[config.mk]
export PLATFORM = sky130hd
export DESIGN_NAME = date_bus_reader
export DESIGN_NICKNAME = d
export VERILOG_FILES = /design/src/rtl/date_bus_reader.sv
export SDC_FILE = /design/constraint.sdc
export NUM_CORES = 1
export LEC_CHECK = 0
export ABC_AREA = 0
export CAP_MARGIN = 20
export CORE_MARGIN = 2
export CORE_UTILIZATION = 50
export CTS_BUF_LIST = sky130_fd_sc_hd__clkbuf_4 sky130_fd_sc_hd__clkbuf_8 sky130_fd_sc_hd__clkbuf_16
export DETAILED_ROUTE_END_ITERATION = 10
export HOLD_SLACK_MARGIN = 0.08
export PLACE_DENSITY = 0.76
export REMOVE_ABC_BUFFERS = 1
export SLEW_MARGIN = 20
export SYNTH_ARGS = -nofsm -noshare
export SYNTH_HDL_FRONTEND = slang
export SYNTH_SLANG_ARGS = --single-unit
[constraint.sdc]
create_clock -name clk_i -period 3.76 [get_ports clk_i]
set_input_delay 0.752 -clock clk_i [delete_from_list [all_inputs] [get_ports clk_i]]
set_output_delay 0.752 -clock clk_i [all_outputs]
set_load 0.01 [all_outputs]
[src/rtl/date_bus_reader.sv]
`default_nettype none
// ============================================================================
//  Module   : date_bus_reader
//  Purpose  : Read-side master for the shared wired-OR date/time databus.
//             It steps a one-hot enable across the counter sources, samples
//             the OR'ed bus and then publishes all fields as one coherent
//             snapshot.
//  Revision : 1.0  initial release
// ----------------------------------------------------------------------------
//  Ports
//    clk_i         system clock, rising edge
//    clear_i       asynchronous active-high reset
//    start_i       scan request, sampled in IDLE only
//    continuous_i  start a new scan automatically after each done
//    databus_i     OR of all source databus outputs
//    en_o          one-hot source enable (zero when not driving)
//    busy_o        high from scan start until done
//    done_o        one-cycle pulse, snapshot just updated
//    changed_o     valid with done: new snapshot differs from previous one
//    snapshot_o    source i at bits [i*BUS_W +: BUS_W]
// ============================================================================
module date_bus_reader #(
  parameter int NUM_SRC = 5,
  parameter int BUS_W   = 6,
  parameter int SETTLE  = 1
) (
  input  logic                       clk_i,
  input  logic                       clear_i,
  input  logic                       start_i,
  input  logic                       continuous_i,
  input  logic [BUS_W-1:0]           databus_i,
  output logic [NUM_SRC-1:0]         en_o,
  output logic                       busy_o,
  output logic                       done_o,
  output logic                       changed_o,
  output logic [NUM_SRC*BUS_W-1:0]   snapshot_o
);

  localparam int                  IDX_W      = (NUM_SRC > 1) ? $clog2(NUM_SRC) : 1;
  localparam logic [IDX_W-1:0]    LAST_IDX   = IDX_W'(NUM_SRC - 1);
  localparam logic [3:0]          SETTLE_CNT = 4'(SETTLE);
  localparam logic [NUM_SRC-1:0]  EN_FIRST   = NUM_SRC'(1);

  typedef enum logic [1:0] {
    S_IDLE    = 2'd0,
    S_DRIVE   = 2'd1,
    S_CAPTURE = 2'd2,
    S_DONE    = 2'd3
  } state_t;

  state_t                     state_q;
  logic [IDX_W-1:0]           idx_q;
  logic [3:0]                 cnt_q;
  logic [NUM_SRC-1:0]         en_q;
  logic                       busy_q;
  logic                       done_q;
  logic                       changed_q;
  logic [NUM_SRC*BUS_W-1:0]   shadow_q;
  logic [NUM_SRC*BUS_W-1:0]   snapshot_q;
  logic [NUM_SRC*BUS_W-1:0]   snapshot_d;

  // The last field is captured on the same edge that publishes the snapshot,
  // so the published value takes it straight from the bus rather than from
  // the shadow register (which only updates on that same edge).
  always_comb begin
    snapshot_d = shadow_q;
    snapshot_d[(NUM_SRC-1)*BUS_W +: BUS_W] = databus_i;
  end

  always_ff @(posedge clk_i or posedge clear_i) begin
    if (clear_i) begin
      state_q    <= S_IDLE;
      idx_q      <= '0;
      cnt_q      <= '0;
      en_q       <= '0;
      busy_q     <= 1'b0;
      done_q     <= 1'b0;
      changed_q  <= 1'b0;
      shadow_q   <= '0;
      snapshot_q <= '0;
    end else begin
      done_q    <= 1'b0;
      changed_q <= 1'b0;
      case (state_q)
        S_IDLE: begin
          if (start_i | continuous_i) begin
            state_q <= S_DRIVE;
            idx_q   <= '0;
            cnt_q   <= '0;
            en_q    <= EN_FIRST;
            busy_q  <= 1'b1;
          end
        end

        S_DRIVE: begin
          if (cnt_q == SETTLE_CNT) begin
            state_q <= S_CAPTURE;
          end else begin
            cnt_q <= cnt_q + 4'd1;
          end
        end

        S_CAPTURE: begin
          shadow_q[int'(idx_q)*BUS_W +: BUS_W] <= databus_i;
          if (idx_q == LAST_IDX) begin
            // Entering DONE: publish everything atomically, drop the enable.
            state_q    <= S_DONE;
            en_q       <= '0;
            snapshot_q <= snapshot_d;
            changed_q  <= (snapshot_d != snapshot_q);
            done_q     <= 1'b1;
            busy_q     <= 1'b0;
          end else begin
            state_q <= S_DRIVE;
            idx_q   <= idx_q + 1'b1;
            cnt_q   <= '0;
            en_q    <= en_q << 1;
          end
        end

        S_DONE: begin
          if (continuous_i) begin
            state_q <= S_DRIVE;
            idx_q   <= '0;
            cnt_q   <= '0;
            en_q    <= EN_FIRST;
            busy_q  <= 1'b1;
          end else begin
            state_q <= S_IDLE;
          end
        end

        default: begin
          state_q <= S_IDLE;
          en_q    <= '0;
          busy_q  <= 1'b0;
        end
      endcase
    end
  end

  assign en_o       = en_q;
  assign busy_o     = busy_q;
  assign done_o     = done_q;
  assign changed_o  = changed_q;
  assign snapshot_o = snapshot_q;

endmodule
`default_nettype wire
# Word-level counts from Yosys, hierarchy flattened
# Cells that the tools add are included.
[word_totals]
register_bits = 77
latchBits = 0
ramBits = 0
romBits = 0
input_bits = 10
output_inout_bits = 38
word_cells = 63
memories = 0
[op_classes]
add_sub_neg = 3
n_mul = 1
div = 0
magnitude_cmp = 0
n_eq_ne = 12
shifts = 2
muxes = 27
bitwise = 1
n_reduce_logical = 8
[op_table]
columns = ["operator", "n"]
rows = [
  ["6-bit negation with 33-bit output", 1],
  ["6-bit by 33-bit variable shift with 30-bit output, first input constant", 1],
  ["6-bit by 33-bit indexed part select with 30-bit output", 1],
  ["30-bit bitwise mux", 1],
  ["30-bit inequality test", 1],
  ["4-bit 2-to-1 mux", 4],
  ["4-bit case mux with 4 select lines", 1],
  ["5-bit 2-to-1 mux", 3],
  ["5-bit case mux with 3 select lines", 1],
  ["2-bit inequality test, second input constant", 6],
  ["4-bit AND reduction", 3],
  ["3-bit 2-to-1 mux", 3],
  ["3-bit case mux with 3 select lines", 1],
  ["1-bit 2-to-1 mux", 8],
  ["2-bit case mux with 4 select lines", 1],
  ["2-bit 2-to-1 mux", 3],
  ["3-bit by 2-bit multiplier with 5-bit output, second input constant", 1],
  ["4-bit by 1-bit adder with 4-bit output, second input constant", 1],
  ["2-bit == test, second input constant", 2],
  ["4-bit by 1-bit == test with 1-bit output, second input constant", 1],
  ["2-bit AND reduction", 2],
  ["3-bit by 1-bit adder with 3-bit output, second input constant", 1],
  ["3-bit == test, second input constant", 1],
  ["1-bit case mux with 3 select lines", 1],
  ["5 further kinds", 5],
]

# Logic depth before layout (Yosys ltp)
# Gate-level depths: netlist of run 1.
[depth]
ltp_word = 4
ltp_mapped = 11
ltp_nobuf = 11

# Least setup slack after synthesis of run 1
# OpenSTA, ideal clock, no wires.
[synth_timing]
path_kind = "reg2reg"
from = "register idx_q[1]"
to = "register shadow_q[8]"
t_arrival_ns = 2.973
t_required_ns = 3.635
slack_ns = 0.662
stages_incl_launch_ff = 12
n_path_buf = 0
path_cell_list = "dfrtp_1 > ha_1 > inv_1 > fa_1 > xnor2_2 > nor3_1 > ha_1 > and3b_1 > nand2_1 > a21o_1 > or4_4 > mux2_4"
[synth_via]
elab_chain_cells = 4
elab_cells_between_ends = 5
classes_between = "1 x add/sub; 1 x mul; 2 x shift; 1 x mux"
[synth_rtl]
columns = ["element", "line", "rtl"]
rows = [
  ["from (decl)", "52", "logic [IDX_W-1:0] idx_q;"],
  ["from (signal assigned)", "115", "idx_q <= idx_q + 1'b1;"],
  ["3-bit by 2-bit multiplier with 5-bit output *", "104", "shadow_q[int'(idx_q)*BUS_W +: BUS_W] <= databus_i;"],
  ["6-bit negation with 33-bit output *", "104", ""],
  ["6-bit by 33-bit indexed part select with 30-bit output / 6-bit by 33-bit variable shift with 30-bit output (equally long branches)", "104", ""],
  ["30-bit bitwise mux *", "104", ""],
  ["to (signal, indexed assignment)", "104", ""],
  ["to (decl)", "58", "logic [NUM_SRC*BUS_W-1:0] shadow_q;"],
]
# Every way passes the cells marked *; elsewhere a longest branch is shown, timed or not.
# A chain may end at the register's enable or synchronous reset.

# Worst setup path after layout of run 1
[layout_timing]
from = "register idx_q[2]"
to = "register shadow_q[9]"
# Same word-level chain as after synthesis.

==> parameters.txt, run 1 <==
Parameter                              Value

Yosys
  Count of distinct cell types in the synthesized netlist    51
  Adder-Cell Fraction of Synth Area    4.10%
  Mean instance size in the synthesized netlist    9.31 um2
  Cell area after technology mapping    a little under 4000 um2
  Top-area cell type share of the netlist area    46.2%
  Gate count of the mapped netlist    about 410
  Sequential element share of the synthesized area    46.2%
  Post-synthesis cell type with the largest combined area    dfrtp_1
  Post-synth EDFFs    0
  Multiplexer area fraction after synthesis    6.58%
  Post-synthesis share of cell area spent on and, or, nand and nor gates    about a fifth
  Main synth FF type    dfrtp_1
  Main area contributors after synthesis    dfrtp_1 46%, nand2_1 11%, xnor2_1 6.8%
  Flip-flop and latch count after synthesis    71
  Async set-or-reset flop fraction in the synthesized netlist    100%
  Post-synthesis share of cell area spent on xor and xnor gates    8.82%
  Most frequently used cell type in the post-synthesis netlist    nand2_1
  Synth Area in Compound Gates    10.7%
  Commonest cells in the synthesized netlist    110 x nand2_1, 71 x dfrtp_1, 30 x xnor2_1
  Dominant combinational cell family by area after synthesis    simple AND/OR/NAND/NOR gates
  Synth warnings    0

STA
  Crit share post-route    91.0%
  Time the worst path needs with I/O delays and setup    3.42 ns
  Worst Max-Slew Pin Slew    around 0.61 ns
  Final-report hold violation count    0
  Worst hold slack across all endpoints    0.514 ns
  Total Negative Setup Slacks    0 ns
  Headroom to the max-slew limit    59.1%
  Final setup violation count    0
  Fin. max-slew vios    0
  Worst clock skew on the final layout    around 0.0058 ns
  Unrepaired setup endpoints after global routing    false
  Highest clock frequency the design can meet    292 MHz
  Slack of the critical path    0.338 ns

Job
  Count of max-cap constraint violations    0

Route
  Via count of the routed design    slightly above 3000
  Length of the first detailed-routing pass in iterations    5
  Final wirelength    9.29 mm
  Routed Antenna Nets    0
  Via/cell ratio    between 5 and 6
  Count of routing violations after the opening detailed-route iteration    171
  Routed wirelength normalized by instance count    16.5 um
  DRC viols    0

Clock tree
  Clock latency on the worst-skew pair    0.36 ns
  CTS Hold Buffers Added    0
  Post_cts resized    0
  Clock input transition at the sequential cells of the worst setup and hold paths    0.07 ns
  Post-CTS Setup Inserts    0
  Buffer levels on the longest clock path    2
  Cts bufs inserted    9
  Total number of H-tree levels    3
  Clock tree from TritonCTS    yes
  Clock root cell    clkbuf_8
  Number of clock sinks    71

Critical path
  CP arrival    ~3.7 ns
  Category of the most critical setup path    reg2reg
  Crit Reg-Reg Startpoint    idx_q[2]$_DFFE_PP0P_
  CP endpoint kind    register
  Launch point of the critical path    idx_q[2]$_DFFE_PP0P_
  Slack of the worst reg-to-reg path    around 0.34 ns
  Crit path launch type    register
  Data required time at the worst endpoint    roughly 4.0 ns
  CP Max Fanout    7

Power
  PwrDens    between 500 and 600 nW/um2
  Static leakage    ~2.1 nW
  VDD IR max    0.337 mV

Floorplan
  X dimension of the die    91.7 um
  Placeable core region    7330 um2
  # IOs    48
  Total Die Area    8400 um2
  Chip height    between 90 and 100 um
  Initial core utilization    52.4%
  Row count    31

Finish
  Area of the multi-input gates    1940 um2
  Area occupied by registers    approximately 1800 um2
  Synthesis-to-layout area growth    19.6%
  Count of antenna diodes in the layout    0
  Filler instances    613
  Share of post-route cells with drive strength above 1    9.89%
  Final #Nets    483

Place
  Routability congestion estimate    0.954
  Total of buffers placed on input and output ports    47
  Worst slack, placed    0.354 ns
  Estimated wirelength of the detail-placed design    6.91 mm

Global routing
  Remaining global-route overflow    0
  Initial antenna violation count    0
  Pin count of the biggest net entering global routing    45
  Via count of the first global-routing pass    3082
  Global-route wire length before repair    15.5 mm
  GRT Overall Usage    23.6%

Outcome
  Status    finished, final reports clean

Hold path
  Hold path start    cnt_q[3]$_DFFE_PP0P_
  Class of the worst hold path    reg2reg
[routing by layer]
layer	wire length, um	global-route usage, %	vias to the layer above
met2	4530	38.2	84
met3	404	4.60	13
li1	-	-	1503
met5	0	0	-
met1	4190	31.9	1514
met4	166	8.33	0
[flip-flops by register name (all words and copies together) (netlist names)]
signal	flops
state_q	2
cnt_q	4
shadow_q	24
snapshot_o	30
done_o	1
en_o	5
busy_o	1
idx_q	3
changed_o	1
[placed cells by master, fill, tap and decap left out, types with 7 or more instances in the layout]
master / count
a21oi_1: 18
clkbuf_8: 10
clkdlybuf4s50_1: 47
dfrtp_1: 71
ha_1: 11
inv_1: 13
mux2_2: 18
nand2_1: 110
nand3_1: 10
nand4_1: 9
nor2_1: 16
nor2b_1: 7
nor3_1: 8
o21ai_0: 16
xnor2_1: 30
[final cells by class]
type                       instances  share of cell area, %
multi-input combinational        311                   42.2
clock inverter                     5                  0.735
clock buffer                      10                   2.99
inverter                          15                   1.23
sequential                        71                   38.7
tap                               99                   2.70
timing repair buffer              53                   11.5
[cells by family after synthesis]
group,Yosys count
xor gates and xnor gates,37
AOI/OAI and AO/OA,64
buffers and inverters,31
muxes,22
adders and majority gates,12
DFF,71
and+or+nand+nor,176
[worst max-delay path, stage by stage (launching register included)]
cell	delay [ns]
dfrtp_1	0.52
inv_1	0.15
fa_1	0.50
xnor2_2	0.37
nor3_1	0.09
ha_1	0.33
and3b_1	0.26
nand2_1	0.13
a21o_1	0.21
or4_4	0.45
mux2_4	0.31
[where the power goes]
part	internal, mW	switching, mW	total (mW)
Clock	0.253	0.293	0.547
Sequential	0.875	0.119	0.995
Combinational	0.445	0.673	1.12
[final timing paths]
kind,endpoint,cells past startpoint
max,shadow_q[9]$_DFFE_PP0P_,10
min,cnt_q[3]$_DFFE_PP0P_,1
max reg2reg,shadow_q[9]$_DFFE_PP0P_,10
min reg2reg,cnt_q[3]$_DFFE_PP0P_,1
max in group asynchronous,shadow_q[22]$_DFFE_PP0P_,3
min in group asynchronous,en_o[4]$_DFFE_PP0P_,2
[stage by stage]
| step | utilization (%) | power, mW | cells | area (um2) |
|---|---|---|---|---|
| floorplan | - | 1.73 | 397 | 3770 |
| global placement | 60.4 | 2.11 | 549 | 4420 |
| detailed placement | 60.4 | 2.11 | 549 | 4420 |
| CTS | 62.7 | 2.66 | 564 | 4600 |
| global route | 62.7 | 2.84 | 564 | 4600 |
| finish | 62.7 | 2.66 | 564 | 4600 |
(Power assumes the default switching activity.)
==> run 2: changes to the inputs <==
--- a/config.mk
+++ b/config.mk
@@ -7,11 +7,11 @@
 export LEC_CHECK = 0
 export ABC_AREA = 0
 export CAP_MARGIN = 20
-export CORE_MARGIN = 2
 export CORE_UTILIZATION = 50
 export CTS_BUF_LIST = sky130_fd_sc_hd__clkbuf_4 sky130_fd_sc_hd__clkbuf_8 sky130_fd_sc_hd__clkbuf_16
 export DETAILED_ROUTE_END_ITERATION = 10
 export HOLD_SLACK_MARGIN = 0.08
+export MAX_ROUTING_LAYER = met4
 export PLACE_DENSITY = 0.76
 export REMOVE_ABC_BUFFERS = 1
 export SLEW_MARGIN = 20
==> run 2 against run 1 <==
  * Flip-flop and latch count unchanged
  * Die area down 4.3%
  * Clock power up 14%
  * First-iteration DRC count down 15%
  * Clock skew up 0.0069 ns
  * Critical path type unchanged
  * Non-clock buffer count up 3
  * Via count up 2.0%
  * Largest cell class unchanged
  * Setup slack worse by 0.063 ns
  * Sequential power about the same
==> parameters.txt, run 2 (synthesis results as in run 1) <==
Parameter                              Value

STA
  Highest clock frequency the design can meet    287 MHz (-1.8%)
  Slack of the critical path    0.275 ns (-0.0626 ns)
  Crit share post-route    92.7% (+1.7 points)
  Time the worst path needs with I/O delays and setup    3.48 ns (+0.0626 ns)
  Fin. max-slew vios    0 (unchanged)
  Headroom to the max-slew limit    57.9% (-1.2 points)
  Worst hold slack across all endpoints    0.513 ns (-0.000958 ns)
  Total Negative Setup Slacks    0 ns (unchanged)
  Final setup violation count    0 (unchanged)
  Unrepaired setup endpoints after global routing    false
  Worst Max-Slew Pin Slew    0.632 ns (+0.0190 ns)
  Final-report hold violation count    0 (unchanged)
  Worst clock skew on the final layout    0.0127 ns (+0.00693 ns)

Clock tree
  Clock root cell    clkbuf_8
  Post-CTS Setup Inserts    0 (unchanged)
  Clock tree from TritonCTS    yes
  Cts bufs inserted    9 (unchanged)
  Clock input transition at the sequential cells of the worst setup and hold paths    0.08 ns (about the same)
  Number of clock sinks    71 (unchanged)
  Clock latency on the worst-skew pair    0.36 ns (about the same)
  Total number of H-tree levels    3 (unchanged)
  CTS Hold Buffers Added    0 (unchanged)
  Post_cts resized    0 (unchanged)
  Buffer levels on the longest clock path    2 (unchanged)

Finish
  Commonest non-fill, non-tap cells in the layout    110 x nand2_1, 71 x dfrtp_1, 47 x clkdlybuf4s50_1
  Final #Nets    486 (+0.62%)
  Share of post-route cells with drive strength above 1    10.7% (+0.77 points)
  Area occupied by registers    1780 um2 (unchanged)
  Finished Layout Cells    568 (+0.71%)
  Area of the multi-input gates    1940 um2 (unchanged)
  Count of antenna diodes in the layout    0 (unchanged)
  Flip-flop count of the largest register after layout    30 (unchanged)
  Synthesis-to-layout area growth    20.6%
  Filler instances    614 (+0.16%)
  Leading cell type in the layout, fill and taps excluded    nand2_1

Global routing
  Remaining global-route overflow    0 (unchanged)
  Pin count of the biggest net entering global routing    41 (-8.9%)
  Via count of the first global-routing pass    2986 (-3.1%)
  Initial antenna violation count    0 (unchanged)
  Global-route wire length before repair    15.1 mm (-2.4%)
  GRT Overall Usage    26.7% (+3.1 points)

Critical path
  Data required time at the worst endpoint    4.00 ns (about the same)
  Crit path launch type    register
  CP Max Fanout    7 (unchanged)
  CP arrival    3.73 ns (+0.07 ns)
  Category of the most critical setup path    reg2reg
  CP endpoint kind    register

Power
  Total net switching power    1.12 mW (+3.2%)
  Design internal power    1.66 mW (+5.2%)
  Clk pwr share    22.5% (+1.9 points)
  Static leakage    2.14 nW (+1.2%)
  Sequential fraction of design power    35.8% (-1.6 points)
  Combinational power share    41.6% (-0.4 points)
  Switching power as a share of total power    40.3% (-0.47 points)
  PwrDens    599 nW/um2 (+3.5%)
  VDD IR max    0.466 mV (+38%)
  PnR Total Power    2.78 mW (+4.4%)

Route
  Via/cell ratio    5.59 (+1.2%)
  Via count of the routed design    3175 (+2.0%)
  DRC viols    0 (unchanged)
  Count of routing violations after the opening detailed-route iteration    145 (-15%)
  Final wirelength    9.53 mm (+2.6%)
  Routed Antenna Nets    0 (unchanged)
  Length of the first detailed-routing pass in iterations    5 (unchanged)
  Routed wirelength normalized by instance count    16.8 um (+1.9%)

Floorplan
  Placeable core region    7330 um2 (unchanged)
  Initial core utilization    52.4% (unchanged)
  Chip height    89.7 um (-2.2%)
  X dimension of the die    89.7 um (-2.2%)
  Total Die Area    8040 um2 (-4.3%)
  Row count    31 (unchanged)
  # IOs    48 (unchanged)

Place
  Estimated wirelength of the detail-placed design    7.09 mm (+2.6%)
  Total instance count after detailed placement    552 (+0.55%)
  Total of buffers placed on input and output ports    47 (unchanged)
  Worst slack, placed    0.317 ns (-0.0378 ns)
  Routability congestion estimate    0.957 (+0.29%)

Hold path
  Class of the worst hold path    reg2reg

Outcome
  Status    finished, final reports clean

Job
  Count of max-cap constraint violations    0 (unchanged)
[run 2: worst paths after layout]
check,slack (ns),to,cells past startpoint,start
max,0.28,shadow_q[9]$_DFFE_PP0P_,10,idx_q[2]$_DFFE_PP0P_
min,0.51,busy_o$_DFFE_PP0P_,2,busy_o$_DFFE_PP0P_
max reg2reg,0.28,shadow_q[9]$_DFFE_PP0P_,10,idx_q[2]$_DFFE_PP0P_
min reg2reg,0.51,busy_o$_DFFE_PP0P_,2,busy_o$_DFFE_PP0P_
max in group asynchronous,2.56,shadow_q[14]$_DFFE_PP0P_,3,clear_i
min in group asynchronous,0.79,en_o[4]$_DFFE_PP0P_,3,clear_i
[run 2: cell type report]
type                       instances  area share [%]
multi-input combinational        311            41.8
sequential                        71            38.3
timing repair buffer              56            11.6
clock buffer                      10            2.83
tap                               99            2.67
clock inverter                     6            1.48
inverter                          15            1.21
[run 2: per-stage QoR]
| step | cell area [um2] | util, % |
|---|---|---|
| 2_1_floorplan | 3770 | - |
| 3_3_place_gp | 4430 | 60.5 |
| 3_5_place_dp | 4430 | 60.5 |
| 4_1_cts | 4630 | 63.2 |
| 5_1_grt | 4630 | 63.2 |
| 6_report | 4630 | 63.2 |
[run 2: layer usage]
| layer | part of all wire (%) | global-route usage (%) | up-vias |
|---|---|---|---|
| li1 | - | - | 1507 |
| met1 | 44 | 32.9 | 1540 |
| met2 | 49 | 43.9 | 100 |
| met3 | 4.0 | 3.66 | 28 |
| met4 | 2.9 | 11.8 | 0 |
| met5 | 0 | - | - |
[run 2: power groups by stage]
stage	sequential, mW	combinational, mW	clock [mW]
3_3_place_gp	1.00	1.13	0
3_5_place_dp	1.01	1.15	0
4_1_cts	0.994	1.15	0.637
5_1_grt	1.01	1.27	0.668
6_report	0.995	1.16	0.626
2_1_floorplan	1.02	0.716	0
[run 2: critical path: stages, from the launching register on]
cell,delay (ns)
dfrtp_1,0.54
inv_1,0.16
fa_1,0.50
xnor2_2,0.38
nor3_1,0.10
ha_1,0.33
and3b_1,0.26
nand2_1,0.13
a21o_1,0.21
or4_4,0.45
mux2_4,0.31
==> run 3: changes to the inputs <==
--- a/config.mk
+++ b/config.mk
@@ -6,6 +6,7 @@
 export NUM_CORES = 1
 export LEC_CHECK = 0
 export ABC_AREA = 0
+export ABC_CLOCK_PERIOD_IN_PS = 3760
 export CAP_MARGIN = 20
 export CORE_UTILIZATION = 50
 export CTS_BUF_LIST = sky130_fd_sc_hd__clkbuf_4 sky130_fd_sc_hd__clkbuf_8 sky130_fd_sc_hd__clkbuf_16
==> results of run 3 <==
Final layout, timing and power as in run 2 (identical DEF).
